## src/rtl/spi_flash_pkg.sv

```systemverilog
// Shared constants for the SPI NOR flash responder:
// opcodes, FSM state encodings and status register bit positions.
package spi_flash_pkg;

    localparam logic [7:0] OP_READ = 8'h03;
    localparam logic [7:0] OP_PP   = 8'h02;
    localparam logic [7:0] OP_RDID = 8'h9F;
    localparam logic [7:0] OP_RDSR = 8'h05;
    localparam logic [7:0] OP_WREN = 8'h06;
    localparam logic [7:0] OP_WRDI = 8'h04;

    localparam logic [2:0] ST_IDLE    = 3'd0;
    localparam logic [2:0] ST_CMD     = 3'd1;
    localparam logic [2:0] ST_ADDR    = 3'd2;
    localparam logic [2:0] ST_RD_DATA = 3'd3;
    localparam logic [2:0] ST_WR_DATA = 3'd4;
    localparam logic [2:0] ST_ID      = 3'd5;
    localparam logic [2:0] ST_STATUS  = 3'd6;
    localparam logic [2:0] ST_IGNORE  = 3'd7;

    localparam int SR_WIP = 0;
    localparam int SR_WEL = 1;

    // WIP is always 0: programming completes instantly
    function automatic logic [7:0] status_byte(input logic wel);
        logic [7:0] b;
        b         = 8'h00;
        b[SR_WIP] = 1'b0;
        b[SR_WEL] = wel;
        return b;
    endfunction

endpackage

```

## src/rtl/spi_flash_responder_sync.sv

```systemverilog
// spi_in_sync: 2-flop synchronizers for sclk/cs/mosi plus edge strobes.
// Ports: clk, rst_n, sclk/cs/mosi in; *_rise/*_fall strobes, cs_lvl, mosi_lvl out.
module spi_in_sync (
    input  logic clk,
    input  logic rst_n,
    input  logic sclk,
    input  logic cs,
    input  logic mosi,
    output logic sclk_rise,
    output logic sclk_fall,
    output logic cs_rise,
    output logic cs_fall,
    output logic cs_lvl,
    output logic mosi_lvl
);

    logic [2:0] sclk_q;
    logic [2:0] cs_q;
    logic [1:0] mosi_q;

    // cs resets to the deasserted level so reset never fakes a cs edge
    always_ff @(posedge clk or negedge rst_n) begin
        if (!rst_n) begin
            sclk_q <= 3'b000;
            cs_q   <= 3'b111;
            mosi_q <= 2'b00;
        end else begin
            sclk_q <= {sclk_q[1:0], sclk};
            cs_q   <= {cs_q[1:0], cs};
            mosi_q <= {mosi_q[0], mosi};
        end
    end

    // mosi_lvl shares sclk_q[1]'s latency so it is aligned with sclk_rise
    assign sclk_rise = sclk_q[1] & ~sclk_q[2];
    assign sclk_fall = ~sclk_q[1] & sclk_q[2];
    assign cs_rise   = cs_q[1] & ~cs_q[2];
    assign cs_fall   = ~cs_q[1] & cs_q[2];
    assign cs_lvl    = cs_q[1];
    assign mosi_lvl  = mosi_q[1];

endmodule

```

## src/rtl/spi_flash_responder.sv

```systemverilog
// SPI mode-0 serial NOR flash responder (READ, PP, RDID, RDSR, WREN, WRDI).
// Ports: clk, rst_n; spi_sclk/cs/mosi in, spi_miso out; byte-wide memory
// port mem_rd/mem_addr/mem_rddata/mem_wr/mem_wrdata; cmd_done, busy status.
module spi_flash_responder
    import spi_flash_pkg::*;
#(
    parameter int          ADDR_W   = 24,
    parameter logic [23:0] JEDEC_ID = 24'hEF4018
) (
    input  logic              clk,
    input  logic              rst_n,
    input  logic              spi_sclk,
    input  logic              spi_cs,
    input  logic              spi_mosi,
    output logic              spi_miso,
    output logic              mem_rd,
    output logic [ADDR_W-1:0] mem_addr,
    input  logic [7:0]        mem_rddata,
    output logic              mem_wr,
    output logic [7:0]        mem_wrdata,
    output logic              cmd_done,
    output logic              busy
);

    localparam logic [2:0] ADDR_LAST = 3'(ADDR_W / 8 - 1);

    logic sclk_rise, sclk_fall, cs_rise, cs_fall, cs_lvl, mosi_lvl;

    spi_in_sync u_sync (
        .clk       (clk),
        .rst_n     (rst_n),
        .sclk      (spi_sclk),
        .cs        (spi_cs),
        .mosi      (spi_mosi),
        .sclk_rise (sclk_rise),
        .sclk_fall (sclk_fall),
        .cs_rise   (cs_rise),
        .cs_fall   (cs_fall),
        .cs_lvl    (cs_lvl),
        .mosi_lvl  (mosi_lvl)
    );

    logic [2:0]        state;
    logic [2:0]        bit_cnt;
    logic [2:0]        addr_byte;
    logic [6:0]        rx_sr;
    logic [ADDR_W-2:0] addr_sr;
    logic [7:0]        tx_sr;
    logic              miso_q;
    logic              is_read;
    logic              wel;
    logic              wren_arm;
    logic              wrdi_arm;
    logic              pp_armed;
    logic [1:0]        id_idx;
    logic              rd_pend;

    logic              byte_done;
    logic [7:0]        rx_byte;
    logic [ADDR_W-1:0] addr_next;

    assign byte_done = sclk_rise & (bit_cnt == 3'd7);
    assign rx_byte   = {rx_sr, mosi_lvl};
    assign addr_next = {addr_sr, mosi_lvl};

    assign spi_miso = miso_q & ~cs_lvl;
    assign busy     = ~cs_lvl;

    always_ff @(posedge clk or negedge rst_n) begin
        if (!rst_n) begin
            state      <= ST_IDLE;
            bit_cnt    <= 3'd0;
            addr_byte  <= 3'd0;
            rx_sr      <= 7'd0;
            addr_sr    <= '0;
            tx_sr      <= 8'h00;
            miso_q     <= 1'b0;
            is_read    <= 1'b0;
            wel        <= 1'b0;
            wren_arm   <= 1'b0;
            wrdi_arm   <= 1'b0;
            pp_armed   <= 1'b0;
            id_idx     <= 2'd0;
            rd_pend    <= 1'b0;
            mem_rd     <= 1'b0;
            mem_wr     <= 1'b0;
            mem_addr   <= '0;
            mem_wrdata <= 8'h00;
            cmd_done   <= 1'b0;
        end else begin
            mem_rd   <= 1'b0;
            mem_wr   <= 1'b0;
            cmd_done <= 1'b0;
            rd_pend  <= mem_rd;

            // page-wrapping advance one cycle after each write strobe
            if (mem_wr)
                mem_addr[7:0] <= mem_addr[7:0] + 8'd1;

            if (cs_rise) begin
                state    <= ST_IDLE;
                cmd_done <= 1'b1;
                miso_q   <= 1'b0;
                if (wren_arm)
                    wel <= 1'b1;
                if (wrdi_arm || pp_armed)
                    wel <= 1'b0;
                wren_arm <= 1'b0;
                wrdi_arm <= 1'b0;
                pp_armed <= 1'b0;
            end else if (cs_fall) begin
                state     <= ST_CMD;
                bit_cnt   <= 3'd0;
                addr_byte <= 3'd0;
                tx_sr     <= 8'h00;
                miso_q    <= 1'b0;
                is_read   <= 1'b0;
                id_idx    <= 2'd0;
                wren_arm  <= 1'b0;
                wrdi_arm  <= 1'b0;
                pp_armed  <= 1'b0;
            end else begin
                if (sclk_fall && state != ST_IDLE) begin
                    miso_q <= tx_sr[7];
                    tx_sr  <= {tx_sr[6:0], 1'b0};
                end
                if (sclk_rise && state != ST_IDLE && state != ST_IGNORE) begin
                    bit_cnt <= bit_cnt + 3'd1;
                    rx_sr   <= rx_byte[6:0];
                    case (state)
                        ST_CMD: if (byte_done) begin
                            unique case (1'b1)
                                (rx_byte == OP_READ): begin
                                    is_read <= 1'b1;
                                    state   <= ST_ADDR;
                                end
                                (rx_byte == OP_PP):
                                    state <= wel ? ST_ADDR : ST_IGNORE;
                                (rx_byte == OP_RDID): begin
                                    tx_sr  <= JEDEC_ID[23:16];
                                    id_idx <= 2'd1;
                                    state  <= ST_ID;
                                end
                                (rx_byte == OP_RDSR): begin
                                    tx_sr <= status_byte(wel);
                                    state <= ST_STATUS;
                                end
                                (rx_byte == OP_WREN): begin
                                    wren_arm <= 1'b1;
                                    state    <= ST_IGNORE;
                                end
                                (rx_byte == OP_WRDI): begin
                                    wrdi_arm <= 1'b1;
                                    state    <= ST_IGNORE;
                                end
                                default:
                                    state <= ST_IGNORE;
                            endcase
                        end
                        ST_ADDR: begin
                            addr_sr <= addr_next[ADDR_W-2:0];
                            if (byte_done) begin
                                addr_byte <= addr_byte + 3'd1;
                                if (addr_byte == ADDR_LAST) begin
                                    mem_addr <= addr_next;
                                    if (is_read) begin
                                        mem_rd <= 1'b1;
                                        state  <= ST_RD_DATA;
                                    end else begin
                                        pp_armed <= 1'b1;
                                        state    <= ST_WR_DATA;
                                    end
                                end
                            end
                        end
                        ST_RD_DATA: if (byte_done) begin
                            mem_addr <= mem_addr + ADDR_W'(1);
                            mem_rd   <= 1'b1;
                        end
                        ST_WR_DATA: if (byte_done) begin
                            mem_wr     <= 1'b1;
                            mem_wrdata <= rx_byte;
                        end
                        ST_ID: if (byte_done) begin
                            case (id_idx)
                                2'd1:    tx_sr <= JEDEC_ID[15:8];
                                2'd2:    tx_sr <= JEDEC_ID[7:0];
                                default: tx_sr <= 8'h00;
                            endcase
                            if (id_idx != 2'd3)
                                id_idx <= id_idx + 2'd1;
                        end
                        ST_STATUS: if (byte_done)
                            tx_sr <= status_byte(wel);
                        default: ;
                    endcase
                end
                // read data lands one clk after mem_rd, well before next fall
                if (rd_pend)
                    tx_sr <= mem_rddata;
            end
        end
    end

endmodule

```

## config.mk

```make
export PLATFORM = sky130hd
export DESIGN_NAME = spi_flash_responder
export DESIGN_NICKNAME = d
export VERILOG_FILES = /design/src/rtl/spi_flash_pkg.sv /design/src/rtl/spi_flash_responder_sync.sv /design/src/rtl/spi_flash_responder.sv
export SDC_FILE = /design/constraint.sdc
export NUM_CORES = 1
export LEC_CHECK = 0
export CORE_UTILIZATION = 50
export DETAILED_ROUTE_END_ITERATION = 8
export GPL_TIMING_DRIVEN = 0
export PLACE_DENSITY = 0.71
export SYNTH_ARGS = -nofsm -noshare
export SYNTH_HDL_FRONTEND = slang
export SYNTH_HIERARCHICAL = 1
export SYNTH_SLANG_ARGS = --single-unit
```

## constraint.sdc

```tcl
create_clock -name clk -period 2.7 [get_ports clk]
set_input_delay 0.405 -clock clk [delete_from_list [all_inputs] [get_ports clk]]
set_output_delay 0.405 -clock clk [all_outputs]
set_load 0.01 [all_outputs]
```

==> results_tabular.tex, run 1 <==
\begin{tabular}{lr}
\hline
Metric & Value \\
\hline
\multicolumn{2}{l}{\textbf{Status}} \\
Run status & completed \\
\multicolumn{2}{l}{\textbf{Critical path}} \\
Worst Path Buf+Inv & 2 \\
Worst flop-to-flop path endpoint & addr\_sr[22] \\
Worst r2r src & u\_sync/cs\_q[2] \\
Largest driver fanout on the critical path & 10 \\
Kind of critical path & register to register \\
Critical path data required time & 2960 ps \\
Arrival time reported for the critical path endpoint & 2800 ps \\
Worst-case register-to-register setup slack & 150 ps \\
Worst R2R Path Depth & 7 \\
Sort of element at the start of the critical path & register \\
Crit path largest cell delay & 530 ps \\
Cells along the critical path & and2b\_2 > clkbuf\_1 > nor2\_2 > nand4\_4 > nor3\_4 > buf\_4 > mux2\_2 \\
Kind of capture point of the worst setup path & register \\
Slowest cell on the critical path & sky130\_fd\_sc\_hd\_\_dfstp\_2 \\
Crit-path leading delay family & simple AND/OR/NAND/NOR gates \\
\multicolumn{2}{l}{\textbf{Layout}} \\
Net total in the final layout & 594 \\
Share of final-layout standard cells stronger than drive strength 1 & 16.4\% \\
Most common cell after layout, fill and taps aside & sky130\_fd\_sc\_hd\_\_dfrtp\_1 \\
Core Util, Final & 61.5\% \\
Diodes inserted & 0 \\
Count of fill cells added during filler insertion & 851 \\
Leading cell types in the layout, fill and taps excluded & sky130\_fd\_sc\_hd\_\_dfrtp\_1, sky130\_fd\_sc\_hd\_\_nand2\_1, sky130\_fd\_sc\_hd\_\_clkdlybuf4s50\_1 \\
Signed area change from the synthesized netlist to the final layout & 19.0\% \\
\multicolumn{2}{l}{\textbf{Pwr}} \\
Total power draw & 0.00285 W \\
Worst IR drop on VDD & 0.282 mV \\
Comb power frac & 9.6\% \\
Internal portion of total power & 0.00210 W \\
Leakage Power & 2.62 nW \\
Net switching power of the design & 0.000747 W \\
Clock share of power & 35.2\% \\
Relative contribution of sequential cells to total power & 55.2\% \\
Fraction of power spent switching nets & 26.2\% \\
Power density over cell area & 472 nW/um\^{}2 \\
\multicolumn{2}{l}{\textbf{Route}} \\
Post-DR vias/cell & 5.78 \\
Number of design-rule violations left by the first detailed-router iteration & 296 \\
Residual DRC & 0 \\
Count of TritonRoute iterations in the first routing pass & 5 \\
Remaining antenna violation count & 0 \\
Total Routed Length & 11900 um \\
Average wire length per cell after detail routing & 16.7 um \\
Routed vias & 4113 \\
\multicolumn{2}{l}{\textbf{Timing}} \\
Number of failing hold endpoints at the final stage & 0 \\
Minimum clock period after layout & 2550 ps \\
Setup TNS after final layout & 0 ps \\
Largest clock skew in the final design & 17.0 ps \\
Max-slew headroom & 51.0\% \\
Final period util & 94.4\% \\
Slew at the pin with the worst max-slew slack & 729 ps \\
Final Max Slew Viols & 0 \\
\# setup viols final & 0 \\
Setup repair after global routing missed its margin & false \\
Max frequency & 0.392 GHz \\
\multicolumn{2}{l}{\textbf{Yosys}} \\
Syn\_nets & 532 \\
Leading area contributor after synthesis & sky130\_fd\_sc\_hd\_\_dfrtp\_1 \\
Post-synthesis instance total & 511 \\
Async set-or-reset flop fraction in the synthesized netlist & 100\% \\
Area contributors post-synth & sky130\_fd\_sc\_hd\_\_dfrtp\_1, sky130\_fd\_sc\_hd\_\_mux2\_2, sky130\_fd\_sc\_hd\_\_o21ai\_0, sky130\_fd\_sc\_hd\_\_nand2\_1, sky130\_fd\_sc\_hd\_\_nor2\_1 \\
Post-synthesis cell area & 5080 sq um \\
Number of flip-flops and latches in the synthesized netlist & 99 \\
Flip-flop cell with the highest count after synthesis & sky130\_fd\_sc\_hd\_\_dfrtp\_1 \\
Library cells used by synthesis & 64 \\
Sequential-to-total area share from yosys stat & 48.9\% \\
Synth top area share & 47.3\% \\
Mean post-synth cell area & 9.94 sq um \\
Yosys warning total & 6 \\
Post-synth EDFFs & 0 \\
\multicolumn{2}{l}{\textbf{Global routing}} \\
Overall fraction of global-route tracks in use & 24.6\% \\
Pin count of the biggest net entering global routing & 56 \\
Number of global-route vias before repair & 4139 \\
Global-route wire length before repair & 20000 um \\
Global route total overflow & 0 \\
Initial antenna violation count & 0 \\
\multicolumn{2}{l}{\textbf{Floorplanning}} \\
Width of the die & 103 um \\
Top Ports & 50 \\
Die area & 10600 sq um \\
Area of the core & 9820 sq um \\
Floorplan die height & 103 um \\
Starting density of the core & 51.7\% \\
Standard-cell rows & 36 \\
\multicolumn{2}{l}{\textbf{Clocking}} \\
Clock root cell & sky130\_fd\_sc\_hd\_\_clkbuf\_8 \\
H-tree depth reported by CTS & 3 \\
CTS tree & done \\
Clk sinks & 99 \\
CTS Buf Count & 9 \\
CTS clk-pin slew, worst paths & 90 ps \\
Worst-case clock buffer depth & 2 \\
Later-pin clock latency in the skew report & 370 ps \\
\multicolumn{2}{l}{\textbf{Run}} \\
Number of maximum-capacitance constraint violations & 0 \\
\multicolumn{2}{l}{\textbf{Placement}} \\
Total half-perimeter wirelength after legalization and detailed placement & 8340 um \\
Final weighted congestion of routability-driven global placement & 0.912 \\
\# port buffers & 49 \\
\multicolumn{2}{l}{\textbf{Worst hold path}} \\
Type of the most critical hold path & input pin to async pin \\
\hline
\end{tabular}
cell type report:
type / instances / area (sq um) / area share, %
plain buffers: 30 / 153 / 2.53
clock buffers: 10 / 138 / 2.28
clock inverters: 6 / 71.3 / 1.18
inverters: 14 / 52.6 / 0.870
multi-input cells: 367 / 2450 / 40.5
flip-flops and latches: 99 / 2480 / 41.1
well taps: 133 / 166 / 2.75
repair buffers: 52 / 531 / 8.78
cells by family (layout without fill, tap and decap cells):
group	count (synthesis)	in the layout	share of synthesized area, %
AND/OR/NAND/NOR	179	179	18.1
XOR/XNOR	12	12	2.07
adder cells (fa/ha/maj)	8	8	1.97
AO/OA/AOI/OAI	125	125	15.7
buffers and inverters	45	112	3.94
flip-flops	99	99	48.9
multiplexers	43	43	9.29
flip-flops by register name, summed over array words and instances (netlist names):
name / flops
mem_addr: 24
addr_sr: 23
mem_wrdata: 8
tx_sr: 8
rx_sr: 7
addr_byte: 3
bit_cnt: 3
state: 3
u_sync/cs_q: 3
u_sync/sclk_q: 3
id_idx: 2
u_sync/mosi_q: 2
cmd_done: 1
is_read: 1
mem_rd: 1
mem_wr: 1
miso_q: 1
pp_armed: 1
rd_pend: 1
wel: 1
wrdi_arm: 1
wren_arm: 1
synth_stat cells (8+ instances only):
cell and count:
sky130_fd_sc_hd__buf_2 10, sky130_fd_sc_hd__a21oi_1 23, sky130_fd_sc_hd__mux2_2 33, sky130_fd_sc_hd__dfrtp_1 96, sky130_fd_sc_hd__xor2_1 9, sky130_fd_sc_hd__inv_1 14
sky130_fd_sc_hd__nand4_1 10, sky130_fd_sc_hd__nand2_1 55, sky130_fd_sc_hd__a22oi_1 8, sky130_fd_sc_hd__nor3_1 9, sky130_fd_sc_hd__nor2_1 40, sky130_fd_sc_hd__ha_1 8
sky130_fd_sc_hd__nand3_1 21, sky130_fd_sc_hd__o21ai_0 46, sky130_fd_sc_hd__mux2i_1 10, sky130_fd_sc_hd__clkbuf_1 17, sky130_fd_sc_hd__o22ai_1 10
layer usage:
layer | vias up | share of wire [%] | track usage (%) | wire, um
li1 | 1958 | - | - | -
met2 | 116 | 46 | 38.3 | 5520
met4 | 0 | 1.7 | 10.4 | 198
met3 | 21 | 4.3 | 3.80 | 511
met1 | 2018 | 48 | 34.4 | 5680
met5 | - | 0 | 0 | 0
power groups by stage:
stage	Sequential (W)	Clock [W]	Combinational (W)
2_1_floorplan	0.00159	0	0.000170
3_3_place_gp	0.00160	0	0.000257
3_5_place_dp	0.00160	0	0.000270
4_1_cts	0.00157	0.00103	0.000274
5_1_grt	0.00158	0.00109	0.000309
6_report	0.00157	0.00100	0.000275
worst max path at each step:
stage                               from  cells after the start            to
after floorplan           u_sync/cs_q[1]                      7    addr_sr[0]
after global routing          bit_cnt[0]                      7   mem_addr[3]
after CTS                 u_sync/cs_q[1]                      7  mem_addr[23]
after global placement             rst_n                      1  mem_addr[14]
after detailed placement  u_sync/cs_q[1]                      7   addr_sr[22]
final                     u_sync/cs_q[2]                      7   addr_sr[22]
what timing repair did:
action,CTS,global route
hold buffers,0,0
resized for setup,7,10
setup endpoints to repair,31,50
setup buffers,0,2
per-stage QoR:
step                instances  setup WS (ps)  area [sq um]  hold WS [ps]
CTS                       710           6.89          6000          46.7
detailed placement        694           -272          5760           336
global route              711           19.6          6040          67.4
finish                    711            151          6040          26.8
global placement          693          -2460          5740           333
floorplan                 511            339          5080           109
No activity file was read; power rests on OpenSTA's default activity.
==> inputs of run 2 (changes only) <==
--- a/config.mk
+++ b/config.mk
@@ -5,10 +5,12 @@
 export SDC_FILE = /design/constraint.sdc
 export NUM_CORES = 1
 export LEC_CHECK = 0
-export CORE_UTILIZATION = 50
+export CORE_UTILIZATION = 47
 export DETAILED_ROUTE_END_ITERATION = 8
 export GPL_TIMING_DRIVEN = 0
-export PLACE_DENSITY = 0.71
+export HOLD_SLACK_MARGIN = 0.15
+export PLACE_DENSITY = 0.68
+export SKIP_CTS_REPAIR_TIMING = 1
 export SYNTH_ARGS = -nofsm -noshare
 export SYNTH_HDL_FRONTEND = slang
 export SYNTH_HIERARCHICAL = 1
==> results_tabular.tex, run 2 (synthesis gave the netlist of run 1 again) <==
\begin{tabular}{lr}
\hline
Metric & Value \\
\hline
\multicolumn{2}{l}{\textbf{Status}} \\
Run status & completed \\
\multicolumn{2}{l}{\textbf{Timing}} \\
Setup TNS after final layout & 0 ps \\
Largest clock skew in the final design & 9.72 ps \\
Minimum clock period after layout & 2580 ps \\
Slew at the pin with the worst max-slew slack & 770 ps \\
Max frequency & 0.388 GHz \\
Max-slew headroom & 48.2\% \\
Final period util & 95.5\% \\
Number of failing hold endpoints at the final stage & 0 \\
Final Max Slew Viols & 0 \\
\# setup viols final & 0 \\
\multicolumn{2}{l}{\textbf{Route}} \\
Residual DRC & 0 \\
Number of design-rule violations left by the first detailed-router iteration & 273 \\
Post-DR vias/cell & 5.78 \\
Average wire length per cell after detail routing & 17.0 um \\
Total Routed Length & 12200 um \\
Remaining antenna violation count & 0 \\
Routed vias & 4141 \\
Count of TritonRoute iterations in the first routing pass & 5 \\
\multicolumn{2}{l}{\textbf{Clocking}} \\
CTS tree & done \\
CTS clk-pin slew, worst paths & 110 ps \\
Worst-case clock buffer depth & 2 \\
H-tree depth reported by CTS & 3 \\
CTS Buf Count & 9 \\
Clk sinks & 99 \\
Later-pin clock latency in the skew report & 390 ps \\
Clock root cell & sky130\_fd\_sc\_hd\_\_clkbuf\_8 \\
\multicolumn{2}{l}{\textbf{Layout}} \\
Area of the multi-input gates & 2440 sq um \\
Count of fill cells added during filler insertion & 927 \\
Largest registers & mem\_addr x24, addr\_sr x23 \\
Leading cell types in the layout, fill and taps excluded & sky130\_fd\_sc\_hd\_\_dfrtp\_1, sky130\_fd\_sc\_hd\_\_nand2\_1, sky130\_fd\_sc\_hd\_\_clkdlybuf4s50\_1 \\
Core Util, Final & 58.0\% \\
Largest register FFs & 24 \\
Top reg by flops & mem\_addr \\
Diodes inserted & 0 \\
Post-route insts no fill & 717 \\
Sequential cell area & 2480 sq um \\
Share of final-layout standard cells stronger than drive strength 1 & 16.7\% \\
Signed area change from the synthesized netlist to the final layout & 19.0\% \\
Most common cell after layout, fill and taps aside & sky130\_fd\_sc\_hd\_\_dfrtp\_1 \\
Net total in the final layout & 597 \\
\multicolumn{2}{l}{\textbf{Global routing}} \\
Initial antenna violation count & 0 \\
Overall fraction of global-route tracks in use & 23.2\% \\
Global-route wire length before repair & 20100 um \\
Pin count of the biggest net entering global routing & 57 \\
Number of global-route vias before repair & 4064 \\
Global route total overflow & 0 \\
\multicolumn{2}{l}{\textbf{Placement}} \\
Placed cells & 697 \\
\# port buffers & 49 \\
Total half-perimeter wirelength after legalization and detailed placement & 8380 um \\
Final weighted congestion of routability-driven global placement & 0.906 \\
\multicolumn{2}{l}{\textbf{Pwr}} \\
Fraction of power spent switching nets & 28.6\% \\
Worst IR drop on VDD & 0.427 mV \\
Leakage Power & 2.62 nW \\
Relative contribution of sequential cells to total power & 56.1\% \\
Comb power frac & 9.9\% \\
Internal portion of total power & 0.00200 W \\
Power density over cell area & 463 nW/um\^{}2 \\
Net switching power of the design & 0.000802 W \\
Clock share of power & 34.0\% \\
\multicolumn{2}{l}{\textbf{Critical path}} \\
Sort of element at the start of the critical path & register \\
Largest driver fanout on the critical path & 10 \\
Worst flop-to-flop path endpoint & mem\_wrdata[4] \\
Kind of critical path & register to register \\
Slowest cell on the critical path & sky130\_fd\_sc\_hd\_\_dfstp\_2 \\
Worst-case register-to-register setup slack & 120 ps \\
Crit-path leading delay family & simple AND/OR/NAND/NOR gates \\
Critical path data required time & 2980 ps \\
Worst Path Buf+Inv & 2 \\
Arrival time reported for the critical path endpoint & 2860 ps \\
Kind of capture point of the worst setup path & register \\
Worst R2R Path Depth & 7 \\
Crit path largest cell delay & 540 ps \\
Cells along the critical path & and2b\_2 > clkbuf\_1 > or2\_2 > buf\_2 > nor2\_1 > nand4\_2 > mux2\_2 \\
Worst r2r src & u\_sync/cs\_q[2] \\
\multicolumn{2}{l}{\textbf{Worst hold path}} \\
Worst Hold Launch & u\_sync/mosi\_q[0] \\
Endpoint, Worst Hold & u\_sync/mosi\_q[1] \\
Type of the most critical hold path & register to register \\
Count of cells along the worst hold path & 0 \\
\multicolumn{2}{l}{\textbf{Floorplanning}} \\
Top Ports & 50 \\
Standard-cell rows & 37 \\
Die area & 11200 sq um \\
Area of the core & 10400 sq um \\
Floorplan die height & 106 um \\
Starting density of the core & 48.8\% \\
Width of the die & 106 um \\
\multicolumn{2}{l}{\textbf{Run}} \\
Number of maximum-capacitance constraint violations & 0 \\
\hline
\end{tabular}
## run 2: changes by cell type in the layout (fill, tap and decap cells not counted), sizes merged
cell	delta
inv	+2
bufinv	-1
clkbuf	+1
clkinv	+1
clkinvlp	-1
dlygate4sd3	+1
## run 2: layout make-up
type / count / share of cell area, %
clock buffers: 9 / 2.05
clock inverters: 7 / 1.10
multi-input cells: 367 / 40.4
repair buffers: 55 / 9.19
plain buffers: 30 / 2.53
well taps: 136 / 2.82
flip-flops and latches: 99 / 41.0
inverters: 14 / 0.869
## run 2: power groups by stage
stage	Combinational [W]	Sequential, W	Clock, W
2_1_floorplan	0.000170	0.00159	0
3_3_place_gp	0.000258	0.00160	0
3_5_place_dp	0.000270	0.00160	0
4_1_cts	0.000271	0.00157	0.000979
5_1_grt	0.000311	0.00158	0.00104
6_report	0.000277	0.00157	0.000952
## run 2: worst max path at each step
stage,depth (start not counted),endpoint,from
2_1_floorplan,7,addr_sr[0],u_sync/cs_q[1]
3_3_place_gp,1,mem_addr[14],rst_n
3_5_place_dp,7,addr_sr[3],u_sync/cs_q[1]
4_1_cts,7,addr_sr[3],u_sync/cs_q[1]
5_1_grt,7,addr_sr[3],u_sync/cs_q[2]
6_report,7,mem_wrdata[4],u_sync/cs_q[2]
## run 2: routing by layer
layer	vias to the layer above	GRT usage, %	routed length, um
met2	114	35.8	5710
met5	-	0	0
met1	2028	32.9	5720
li1	1982	-	-
met3	17	5.58	593
met4	0	6.15	163
## run 2: per-stage QoR
stage	area (sq um)	total power, W	hold WS [ps]	worst slack [ps]
3_5_place_dp	5760	0.00187	336	-275
6_report	6040	0.00280	358	121
3_3_place_gp	5740	0.00186	335	-2480
2_1_floorplan	5080	0.00176	109	339
4_1_cts	5950	0.00282	10.2	-326
5_1_grt	6040	0.00293	370	-38.4
## run 2: worst register-to-register path, stage by stage, from the launching register on
cell	delay [ps]
sky130_fd_sc_hd__dfstp_2	540
sky130_fd_sc_hd__and2b_2	210
sky130_fd_sc_hd__clkbuf_1	240
sky130_fd_sc_hd__or2_2	340
sky130_fd_sc_hd__buf_2	210
sky130_fd_sc_hd__nor2_1	230
sky130_fd_sc_hd__nand4_2	330
sky130_fd_sc_hd__mux2_2	390
==> inputs of run 3 (changes only) <==
--- a/config.mk
+++ b/config.mk
@@ -9,7 +9,8 @@
 export DETAILED_ROUTE_END_ITERATION = 8
 export GPL_TIMING_DRIVEN = 0
 export HOLD_SLACK_MARGIN = 0.15
-export PLACE_DENSITY = 0.68
+export PLACE_DENSITY = 0.75
+export RECOVER_POWER = 100
 export SKIP_CTS_REPAIR_TIMING = 1
 export SYNTH_ARGS = -nofsm -noshare
 export SYNTH_HDL_FRONTEND = slang
==> results_tabular.tex, run 3 (synthesis gave the netlist of run 1 again) <==
\begin{tabular}{lr}
\hline
Metric & Value \\
\hline
\multicolumn{2}{l}{\textbf{Worst hold path}} \\
Worst Hold Launch & u\_sync/mosi\_q[0] \\
Type of the most critical hold path & register to register \\
Count of cells along the worst hold path & 0 \\
\multicolumn{2}{l}{\textbf{Pwr}} \\
Worst IR drop on VDD & 0.346 mV \\
Leakage Power & 2.76 nW \\
Power density over cell area & 476 nW/um\^{}2 \\
\multicolumn{2}{l}{\textbf{Floorplanning}} \\
Area of the core & 10400 sq um \\
Top Ports & 50 \\
Die area & 11200 sq um \\
Floorplan die height & 106 um \\
Standard-cell rows & 37 \\
Starting density of the core & 48.8\% \\
Width of the die & 106 um \\
\multicolumn{2}{l}{\textbf{Layout}} \\
Most common cell after layout, fill and taps aside & sky130\_fd\_sc\_hd\_\_dfrtp\_1 \\
Share of final-layout standard cells stronger than drive strength 1 & 16.7\% \\
Diodes inserted & 0 \\
Post-route insts no fill & 717 \\
Largest registers & mem\_addr x24, addr\_sr x23 \\
Leading cell types in the layout, fill and taps excluded & sky130\_fd\_sc\_hd\_\_dfrtp\_1, sky130\_fd\_sc\_hd\_\_nand2\_1, sky130\_fd\_sc\_hd\_\_o21ai\_0 \\
Top reg by flops & mem\_addr \\
Core Util, Final & 58.4\% \\
Largest register FFs & 24 \\
Net total in the final layout & 597 \\
Signed area change from the synthesized netlist to the final layout & 19.8\% \\
\multicolumn{2}{l}{\textbf{Timing}} \\
Max-slew headroom & -22.4\% \\
Fin worst setup slack & 156 ps \\
Number of failing hold endpoints at the final stage & 0 \\
\# setup viols final & 0 \\
Max frequency & 0.393 GHz \\
Slew at the pin with the worst max-slew slack & 1840 ps \\
Setup repair after global routing missed its margin & false \\
Final Max Slew Viols & 32 \\
Largest clock skew in the final design & 7.53 ps \\
Final period util & 94.2\% \\
Minimum clock period after layout & 2540 ps \\
\multicolumn{2}{l}{\textbf{Route}} \\
Count of TritonRoute iterations in the first routing pass & 5 \\
Routed vias & 4225 \\
Residual DRC & 0 \\
Remaining antenna violation count & 0 \\
Number of design-rule violations left by the first detailed-router iteration & 282 \\
Post-DR vias/cell & 5.89 \\
Average wire length per cell after detail routing & 17.1 um \\
Total Routed Length & 12200 um \\
\multicolumn{2}{l}{\textbf{Run}} \\
Number of maximum-capacitance constraint violations & 1 \\
\multicolumn{2}{l}{\textbf{Clocking}} \\
CTS tree & done \\
CTS Buf Count & 9 \\
CTS clk-pin slew, worst paths & 100 ps \\
Worst-case clock buffer depth & 2 \\
Later-pin clock latency in the skew report & 380 ps \\
Clock root cell & sky130\_fd\_sc\_hd\_\_clkbuf\_8 \\
Clk sinks & 99 \\
H-tree depth reported by CTS & 3 \\
\multicolumn{2}{l}{\textbf{Global routing}} \\
Number of global-route vias before repair & 4216 \\
Global route total overflow & 0 \\
Initial antenna violation count & 0 \\
Overall fraction of global-route tracks in use & 23.6\% \\
Pin count of the biggest net entering global routing & 69 \\
Global-route wire length before repair & 20700 um \\
\multicolumn{2}{l}{\textbf{Placement}} \\
Total half-perimeter wirelength after legalization and detailed placement & 8480 um \\
Placed cells & 697 \\
Final weighted congestion of routability-driven global placement & 0.885 \\
Setup slack after placement & -277 ps \\
\# port buffers & 49 \\
\multicolumn{2}{l}{\textbf{Critical path}} \\
Critical path data required time & 2940 ps \\
Worst setup startpoint & bit\_cnt[0] \\
Arrival time reported for the critical path endpoint & 2790 ps \\
Kind of capture point of the worst setup path & register \\
Sort of element at the start of the critical path & register \\
Kind of critical path & register to register \\
Worst r2r src & bit\_cnt[0] \\
Worst R2R Path Depth & 8 \\
Largest driver fanout on the critical path & 10 \\
\multicolumn{2}{l}{\textbf{Status}} \\
Run status & finished with violations \\
Violated checks & capacitance limit, slew limit \\
\hline
\end{tabular}
## run 3: changes by cell type in the layout (fill, tap and decap cells not counted), sizes merged
cell | before | now
dlygate4sd3 | 1 | 41
clkdlybuf4s50 | 48 | 8
clkinv | 2 | 0
inv | 19 | 16
clkinvlp | 0 | 1
bufinv | 0 | 1
clkbuf | 27 | 32
buf | 18 | 16
## run 3: where the power goes
part           switching, W  internal (W)  total, W  leakage, nW
registers         0.0000459       0.00153   0.00157         1.35
clock network      0.000536      0.000511   0.00105        0.110
logic              0.000166      0.000110  0.000276         1.31
total              0.000747       0.00215   0.00289         2.76
## run 3: layout make-up
type	instances	area, sq um
fillers	917	4330
flip-flops and latches	99	2480
multi-input cells	367	2450
repair buffers	55	552
well taps	136	170
clock buffers	12	165
plain buffers	30	154
clock inverters	4	55.1
inverters	14	52.6
## run 3: path summary, 6_finish.rpt
| kind | slack, ps | endpoint |
|---|---|---|
| max in group asynchronous | 550 | u_sync/cs_q[0] |
| hold / removal | 350 | u_sync/mosi_q[1] |
| setup / recovery | 160 | mem_addr[10] |
| min in group asynchronous | 1050 | mem_wrdata[4] |
| setup reg to reg | 160 | mem_addr[10] |
| hold reg to reg | 350 | u_sync/mosi_q[1] |
## run 3: per-layer routing
metal	GRT usage (%)	up-vias	wire length [um]
li1	-	1976	-
met1	32.2	2056	5540
met2	37.7	159	5740
met3	4.23	34	656
met4	8.63	0	303
met5	0	-	0
## run 3: stage by stage
stage                     power, W  area [sq um]  hold slack, ps  TNS [ps]
after detailed placement   0.00187          5760             335     -5760
after global placement     0.00186          5740             332   -238510
after CTS                  0.00291          5980           -34.5     -6940
after global routing       0.00300          6080             376         0
final                      0.00289          6080             355         0
after floorplan            0.00176          5080             109         0
## run 3: critical path, cell delays in order (launching register included)
cell                        delay [ps]
sky130_fd_sc_hd__dfrtp_1           410
sky130_fd_sc_hd__ha_1              210
sky130_fd_sc_hd__ha_1              240
sky130_fd_sc_hd__and2_1            170
sky130_fd_sc_hd__clkbuf_1          230
sky130_fd_sc_hd__o2111ai_1         240
sky130_fd_sc_hd__clkbuf_2          310
sky130_fd_sc_hd__clkbuf_1          420
sky130_fd_sc_hd__o21ai_0           180
